<file path="config.mk">
export PLATFORM = sky130hd
export DESIGN_NAME = operand_collector
export DESIGN_NICKNAME = d
export VERILOG_FILES = /design/src/rtl/operand_collector_pkg.sv /design/src/rtl/operand_collector_byte_assembler.sv /design/src/rtl/operand_collector.sv
export SDC_FILE = /design/constraint.sdc
export NUM_CORES = 1
export LEC_CHECK = 0
export CORE_UTILIZATION = 25
export DETAILED_ROUTE_END_ITERATION = 16
export PLACE_DENSITY = 0.42
export SYNTH_ARGS = -nofsm -noshare
export SYNTH_HDL_FRONTEND = slang
export SYNTH_SLANG_ARGS = --single-unit
</file>
<file path="constraint.sdc">
create_clock -name clock -period 4.45 [get_ports clock]
set_clock_uncertainty 0.05 [all_clocks]
set_input_delay 1.1125 -clock clock [delete_from_list [all_inputs] [get_ports clock]]
set_output_delay 1.1125 -clock clock [all_outputs]
set_load 0.05 [all_outputs]
</file>
<file path="src/rtl/operand_collector_pkg.sv">
// operand_collector_pkg
// Shared definitions for the operand collector: frame FSM state encoding
// and a ceiling-log2 helper used to size the index and timeout counters.
package operand_collector_pkg;

    // Frame position: collecting operand A, operand B, or the opcode byte.
    typedef enum logic [1:0] {
        ST_A  = 2'd0,
        ST_B  = 2'd1,
        ST_OP = 2'd2
    } state_t;

    // Ceiling log2; clog2(0) = clog2(1) = 0.
    function automatic int clog2(input int value);
        int v;
        int r;
        v = value - 1;
        r = 0;
        while (v > 0) begin
            r = r + 1;
            v = v >> 1;
        end
        return r;
    endfunction

endpackage

</file>
<file path="src/rtl/operand_collector_byte_assembler.sv">
// byte_assembler
// Builds one NB_DATA-wide little-endian word from a stream of NB_BYTE bytes.
// Ports:
//   clock, reset : rising-edge clock, async active-high reset
//   clear        : return the byte index to 0 (frame discarded)
//   wr, din      : byte strobe and byte; din lands in the slice at the index
//   word         : assembled word (slices written so far; older ones stale)
//   last         : the index points at the most significant slice
module byte_assembler
    import operand_collector_pkg::*;
#(
    parameter int NB_BYTE = 8,
    parameter int NB_DATA = 16
) (
    input  logic               clock,
    input  logic               reset,
    input  logic               clear,
    input  logic               wr,
    input  logic [NB_BYTE-1:0] din,
    output logic [NB_DATA-1:0] word,
    output logic               last
);

    localparam int BYTES = NB_DATA / NB_BYTE;
    localparam int IDX_W = (clog2(BYTES) < 1) ? 1 : clog2(BYTES);

    logic [IDX_W-1:0] r_idx;

    assign last = (r_idx == IDX_W'(BYTES - 1));

    always_ff @(posedge clock or posedge reset) begin
        if (reset) begin
            r_idx <= '0;
            word  <= '0;
        end else if (clear) begin
            r_idx <= '0;
        end else if (wr) begin
            word[r_idx*NB_BYTE +: NB_BYTE] <= din;
            r_idx <= last ? '0 : r_idx + IDX_W'(1);
        end
    end

endmodule

</file>
<file path="src/rtl/operand_collector.sv">
// operand_collector
// Byte-stream front end for the ALU: collects BYTES bytes of A, BYTES bytes
// of B and one opcode byte, then publishes all three at once with a
// one-cycle o_valid pulse. An inter-byte timeout drops partial frames so a
// lost byte cannot permanently misalign the stream.
// Ports:
//   clock, reset      : rising-edge clock, async active-high reset
//   din, wr           : received byte and its one-cycle strobe
//   o_a, o_b, o_op    : last complete frame (held until the next one)
//   o_valid           : one-cycle pulse, outputs just updated
//   o_busy            : a frame is partially received
//   o_timeout         : one-cycle pulse, partial frame discarded
module operand_collector
    import operand_collector_pkg::*;
#(
    parameter int NB_BYTE = 8,
    parameter int NB_DATA = 16,
    parameter int NB_OP   = 6,
    parameter int TIMEOUT = 50000
) (
    input  logic               clock,
    input  logic               reset,
    input  logic [NB_BYTE-1:0] din,
    input  logic               wr,
    output logic [NB_DATA-1:0] o_a,
    output logic [NB_DATA-1:0] o_b,
    output logic [NB_OP-1:0]   o_op,
    output logic               o_valid,
    output logic               o_busy,
    output logic               o_timeout
);

    localparam int CNT_W = (clog2(TIMEOUT + 1) < 1) ? 1 : clog2(TIMEOUT + 1);
    localparam logic [CNT_W-1:0] CNT_MAX = CNT_W'((TIMEOUT == 0) ? 0 : TIMEOUT - 1);

    generate
        if (NB_DATA % NB_BYTE != 0) begin : g_chk_data
            $error("operand_collector: NB_DATA must be a multiple of NB_BYTE");
        end
        if (NB_OP > NB_BYTE) begin : g_chk_op
            $error("operand_collector: NB_OP must not exceed NB_BYTE");
        end
    endgenerate

    state_t             r_state;
    logic               r_mid;      // ST_A with a nonzero byte index
    logic [CNT_W-1:0]   r_cnt;
    logic [NB_DATA-1:0] r_sh_a;
    logic [NB_DATA-1:0] w_word;
    logic [NB_DATA-1:0] w_full;
    logic               w_last;
    logic               w_expire;
    logic               w_asm_wr;

    // The op byte never goes into the shared assembler.
    assign w_asm_wr = wr && (r_state != ST_OP);
    assign o_busy   = (r_state != ST_A) || r_mid;
    // wr on the expiry cycle wins over the timeout.
    assign w_expire = (TIMEOUT != 0) && o_busy && !wr && (r_cnt == CNT_MAX);

    byte_assembler #(
        .NB_BYTE (NB_BYTE),
        .NB_DATA (NB_DATA)
    ) u_asm (
        .clock (clock),
        .reset (reset),
        .clear (w_expire),
        .wr    (w_asm_wr),
        .din   (din),
        .word  (w_word),
        .last  (w_last)
    );

    // The last A byte is being written on the same edge that latches shadow A,
    // so merge din into the top slice rather than waiting a cycle.
    generate
        if (NB_DATA == NB_BYTE) begin : g_full_one
            assign w_full = din;
        end else begin : g_full_multi
            assign w_full = {din, w_word[NB_DATA-NB_BYTE-1:0]};
        end
    endgenerate

    always_ff @(posedge clock or posedge reset) begin
        if (reset) begin
            r_state   <= ST_A;
            r_mid     <= 1'b0;
            r_cnt     <= '0;
            r_sh_a    <= '0;
            o_a       <= '0;
            o_b       <= '0;
            o_op      <= '0;
            o_valid   <= 1'b0;
            o_timeout <= 1'b0;
        end else begin
            o_valid   <= 1'b0;
            o_timeout <= 1'b0;

            if (w_expire) begin
                r_state   <= ST_A;
                r_mid     <= 1'b0;
                o_timeout <= 1'b1;
            end else if (wr) begin
                case (r_state)
                    ST_A: begin
                        if (w_last) begin
                            r_sh_a  <= w_full;
                            r_state <= ST_B;
                            r_mid   <= 1'b0;
                        end else begin
                            r_mid   <= 1'b1;
                        end
                    end
                    ST_B: begin
                        if (w_last) r_state <= ST_OP;
                    end
                    ST_OP: begin
                        o_a     <= r_sh_a;
                        o_b     <= w_word;
                        o_op    <= din[NB_OP-1:0];
                        o_valid <= 1'b1;
                        r_state <= ST_A;
                    end
                    default: r_state <= ST_A;
                endcase
            end

            if (TIMEOUT == 0 || wr || !o_busy || w_expire) r_cnt <= '0;
            else                                         r_cnt <= r_cnt + CNT_W'(1);
        end
    end

endmodule

</file>
# Word level (Yosys, flattened, before mapping)
# Cells that the tools add are included.
totals:
  ff_bits: 92
  latchBits: 0
  mem_bits_rw: 0
  mem_bits_ro: 0
  inputBits: 11
  out_inout_bits: 41
  memories: 0
op_classes:
  n_addsub: 3
  mul: 0
  div: 0
  order_cmp: 0
  eq_ne: 6
  shift: 2
  n_mux: 18
  bitwise: 1
  reduce_logical: 18
ops:
  columns: ["op", "count"]
  rows:
  - ["negation 4 -> 34 bit", 1]
  - ["variable shift 8 x 34 -> 16 bit (first input constant)", 1]
  - ["variable part select 8 x 34 -> 16 bit", 1]
  - ["adder 16 x 1 -> 16 bit (second input constant)", 1]
  - ["bitwise mux 16 bit", 1]
  - ["equality test 16 bit (second input constant)", 1]
  - ["2-to-1 mux 16 bit", 1]
  - ["2-to-1 mux 1 bit", 11]
  - ["2-to-1 mux 2 bit", 4]
  - ["nonzero test 2 bit", 4]
  - ["inequality test 3 x 2 -> 1 bit (second input constant)", 2]
  - ["AND reduction 3 bit", 2]
  - ["one-hot mux 2 bit (2 select lines)", 1]
  - ["AND reduction 2 bit", 2]
  - ["AND reduction 4 bit", 1]
  - ["logical AND 1 bit", 3]
  - ["logical OR 1 bit", 3]
  - ["equality test 2 x 1 -> 1 bit (second input constant)", 1]
  - ["equality test 2 bit (second input constant)", 1]
  - ["zero test 1 bit", 2]
  - ["zero test 2 bit", 1]
  - ["inequality test 2 bit (second input constant)", 1]
  - ["adder 1 bit (second input constant)", 1]
  - ["inverter 1 bit", 1]

# Depth between registers and ports, before layout
logic_depth:
  ltp_word: 6
  ltp_mapped: 6

# Hierarchy
# From an unflattened synthesis, not the netlist that was laid out.
hier_totals:
  hier_cells: 257
  hier_area_um2: 3689.8
by_module_without_submodules:
  columns: ["mod", "instances", "cells_each", "area_per_inst_um2"]
  rows:
  - ["operand_collector", 1, 219, 3037.9]
  - ["byte_assembler", 1, 38, 651.9]

# Least setup slack after synthesis
# Ideal clock, no wire load.
synth_timing:
  path_kind: "input -> register"
  start: "input port wr"
  end: "register r_sh_a[8]"
  arrival_ns: 2.323
  setup_slack_ns: 1.952
  path_stages: 5
  n_path_buf: 2
  cell_sequence: "clkbuf_2 -> nand2_1 -> nor3_2 -> buf_2 -> mux2_2"
synth_via:
  elab_chain_cells: 5
synth_rtl:
  columns: ["item", "line_no", "source"]
  rows:
  - ["from (decl)", "operand_collector.sv:24", "input logic wr,"]
  - ["zero test 1 bit", "operand_collector.sv:59", "assign w_expire = (TIMEOUT != 0) && o_busy && !wr && (r_cnt == CNT_MAX);"]
  - ["logical AND 1 bit (2 in series)", "operand_collector.sv:59", null]
  - ["inverter 1 bit (no source line)", null, null]
  - ["AND reduction 4 bit (no source line) (*)", null, null]
  - ["to (signal assigned)", "operand_collector.sv:107", "r_sh_a <= w_full;"]
  - ["to (decl)", "operand_collector.sv:48", "logic [NB_DATA-1:0] r_sh_a;"]
# Every way passes the cells marked *; elsewhere a longest branch is shown, timed or not.
# A chain may end at the register's enable or synchronous reset.

# Worst setup path after layout
layout_timing:
  start: "register r_state[1]"
  end: "output port o_busy"
layout_via:
  elab_chain_cells: 2
layout_rtl:
  columns: ["item", "line_no", "source"]
  rows:
  - ["from (decl)", "operand_collector.sv:45", "state_t r_state;"]
  - ["from (signal assigned)", "operand_collector.sv:86", "r_state <= ST_A;"]
  - ["from (signal assigned)", "operand_collector.sv:100", "r_state <= ST_A;"]
  - ["from (signal assigned)", "operand_collector.sv:108", "r_state <= ST_B;"]
  - ["nonzero test 2 bit", "operand_collector.sv:57", "assign o_busy = (r_state != ST_A) || r_mid;"]
  - ["logical OR 1 bit", "operand_collector.sv:57", null]
  - ["to (decl)", "operand_collector.sv:29", "output logic o_busy,"]
# Every way passes these cells.

==> flow_summary.yaml <==
outcome:
  status: "completed"
global_routing:
  grt_pass1_wl_mm: 12.4
  grtUsageMet3_pct: 4.18
  antenna_found_initial: 0
  busiest_layer: "met2"
  met1_usage_pct: 14.7
  globalRouteOverflowTotal: 0
  grt_pass1_vias: 2305
  grtUsageTotal_pct: 11.1
  met2_usage_pct: 16.2
  grt_max_degree: 93
finish:
  syn_to_final_growth_pct: 28.5
  fin_util_pct: 33.4
  finalNetCount: 323
  drive_above_1_share_pct: 29.9
  num_antenna_cells: 0
  layout.cells.non_filler: 494
critical_path:
  endpoint_kind: "primary output"
  ff2ff_path_depth: 4
  rr_endpoint: "r_cnt[5]$_DFF_PP0_"
  worst-r2r-setup-slack_ns: 2.36
  cpPeakStageDelay_ns: 0.73
  cp_slowest_cell: "clkdlybuf4s50_1"
  worstSetupPathType: "register to primary output"
  crit_path_start_kind: "register"
  arrival_ns: 1.94
  critPathRequiredTime_ns: 3.29
  r2r-start: "r_cnt[5]$_DFF_PP0_"
  crit_chain: "or3_1 > clkdlybuf4s50_1"
  crit_fanout: 6
route:
  wl_mm: 7.50
  wl_per_cell_um: 15.2
  first_iter_violations: 46
  drc: 0
  ant_nets: 0
  dr.pass1.iters: 4
  viasPerCell: 4.29
  dr_total_vias: 2119
timing:
  timing_hold_violations_final: 0
  rsz0062_at_grt: "no"
  slew_violations: 0
  tightest_slew_ns: 0.990
  fmax_mhz: 322
  fin_tns_setup_ns: 0
  period_share_pct: 69.7
  max_slew_margin_pct: 33.7
  whs_ns: 0.443
  setup_viol: 0
  period_minus_slack_ns: 3.10
logic_synthesis:
  ys_seq_area_share_pct: 63.2
  synth_cells: 254
  synth_area_sq_um: 3640
  synthesis.nets: 266
  avgSynthCellArea_sq_um: 14.3
  synthArstFlopShare_pct: 100
  yosysMostFrequentCell: "dfrtp_1"
  synth_top_cell_by_area: "dfrtp_1"
  synth.top_cells.by_count: "92 x dfrtp_1, 70 x mux2_2, 19 x nor2_1, 10 x nand2_1, 8 x xor2_1"
  ys_types: 32
  synth_edf_count: 0
  synthFlopType: "dfrtp_1"
  synth_top_area_share_pct: 63.2
  netlist_top_cells_area: "dfrtp_1 63%, mux2_2 22%, nor2_1 2.0%, xor2_1 1.9%, xnor2_1 1.4%"
  synth_seq_cells: 92
  yosys_warnings: 0
placed_design:
  portBuffers: 51
  gp_congestion: 0.695
  dp_cells: 480
  dp_hpwl_mm: 4.65
job:
  cap_violations: 0
worst_hold_path:
  hold_depth: 1
  hp-start: "r_cnt[0]$_DFF_PP0_"
  whs_endpoint: "r_cnt[0]$_DFF_PP0_"
  hp-class: "register to register"
floorplan:
  die_h_um: 123
  ios: 52
  rows: 43
  die_w_um: 123
  start_util_pct: 26.0
  core_area_sq_um: 14000
  dieArea_sq_um: 15100
cts:
  cts_root_buf: "clkbuf_16"
  cts.sink_count: 92
  cts_hold_buf: 0
  cts_resized: 0
  cts_tree: "done"
  numCtsBuffers: 9
  cts_max_level: 3
  clkTransAtPathRegs_ns: 0.06
  clock_latency_ns: 0.33
  postCtsSetupRepairBufs: 0
  clockBufferDepth: 2
pwr:
  leakagePower_nw: 1.97
  power.density_nw_per_um2: 790
  peakVddDrop_mv: 0.370
[layout by cell type (no fill, tap or decap), types with 4 or more instances in the layout]
cell type	n
dfrtp_1	92
mux2_2	70
clkdlybuf4s50_1	51
nor2_1	19
nand2_1	9
clkbuf_16	9
xor2_1	8
xnor2_1	6
nand3_1	5
nand4_1	4
[metal layers]
metal / vias up / routed length, um
met5: - / 0
met4: 0 / 110
met3: 8 / 397
met2: 41 / 3350
met1: 1074 / 3650
li1: 996 / -
[flip-flops by register name, indices dropped and copies added, names as in the netlist]
signal,cells
o_a,16
o_b,16
r_cnt,16
r_sh_a,16
u_asm.word,16
o_op,6
r_state,2
o_timeout,1
o_valid,1
r_mid,1
u_asm.last,1
[worst max-delay path: cells and delay by family (launching register included)]
family | cells | cell delay (ns)
and+or+nand+nor | 1 | 0.44
DFF | 1 | 0.44
buffers and inverters | 1 | 0.73
[worst max-delay path by stage]
| stage | start | to | slack, ns |
|---|---|---|---|
| floorplan | reset | o_a[0]$_DFFE_PP0P_ | 0.90 |
| global placement | wr | u_asm.word[14]$_DFFE_PP0P_ | 1.24 |
| detailed placement | wr | u_asm.word[11]$_DFFE_PP0P_ | 1.24 |
| CTS | r_state[1]$_DFFE_PP0P_ | o_busy | 1.33 |
| global route | r_state[1]$_DFFE_PP0P_ | o_busy | 1.27 |
| finish | r_state[1]$_DFFE_PP0P_ | o_busy | 1.35 |
[cells by family (layout without fill, tap and decap cells)]
family,Yosys count,after routing,share of synthesized area (%)
adders and majority gates,1,1,0.343
muxes,70,70,21.6
xor gates and xnor gates,14,14,3.36
AOI/OAI and AO/OA,8,8,1.48
DFF,92,92,63.2
and+or+nand+nor,57,57,8.55
buffers and inverters,12,72,1.48
[power breakdown]
group          switching (W)  total (W)  internal [W]
Sequential          0.000202    0.00138       0.00118
Clock               0.000311   0.000773      0.000462
Combinational       0.000907    0.00154      0.000634
[cell type report]
cell class,count,area [sq um]
multi-input combinational,150,1290
inverter,3,12.5
clock inverter,3,46.3
clock buffer,11,253
sequential,92,2300
timing repair buffer,55,553
fill,1401,9360
tap,180,225
[per-stage QoR]
step,instance area [sq um],setup WS [ns],power [W]
after floorplan,3640,0.896,0.00244
after CTS,4680,1.33,0.00376
after global placement,4380,1.24,0.00295
after detailed placement,4380,1.24,0.00297
final,4680,1.35,0.00370
after global routing,4680,1.27,0.00391
Note: power is estimated with default switching activity, not from simulation.
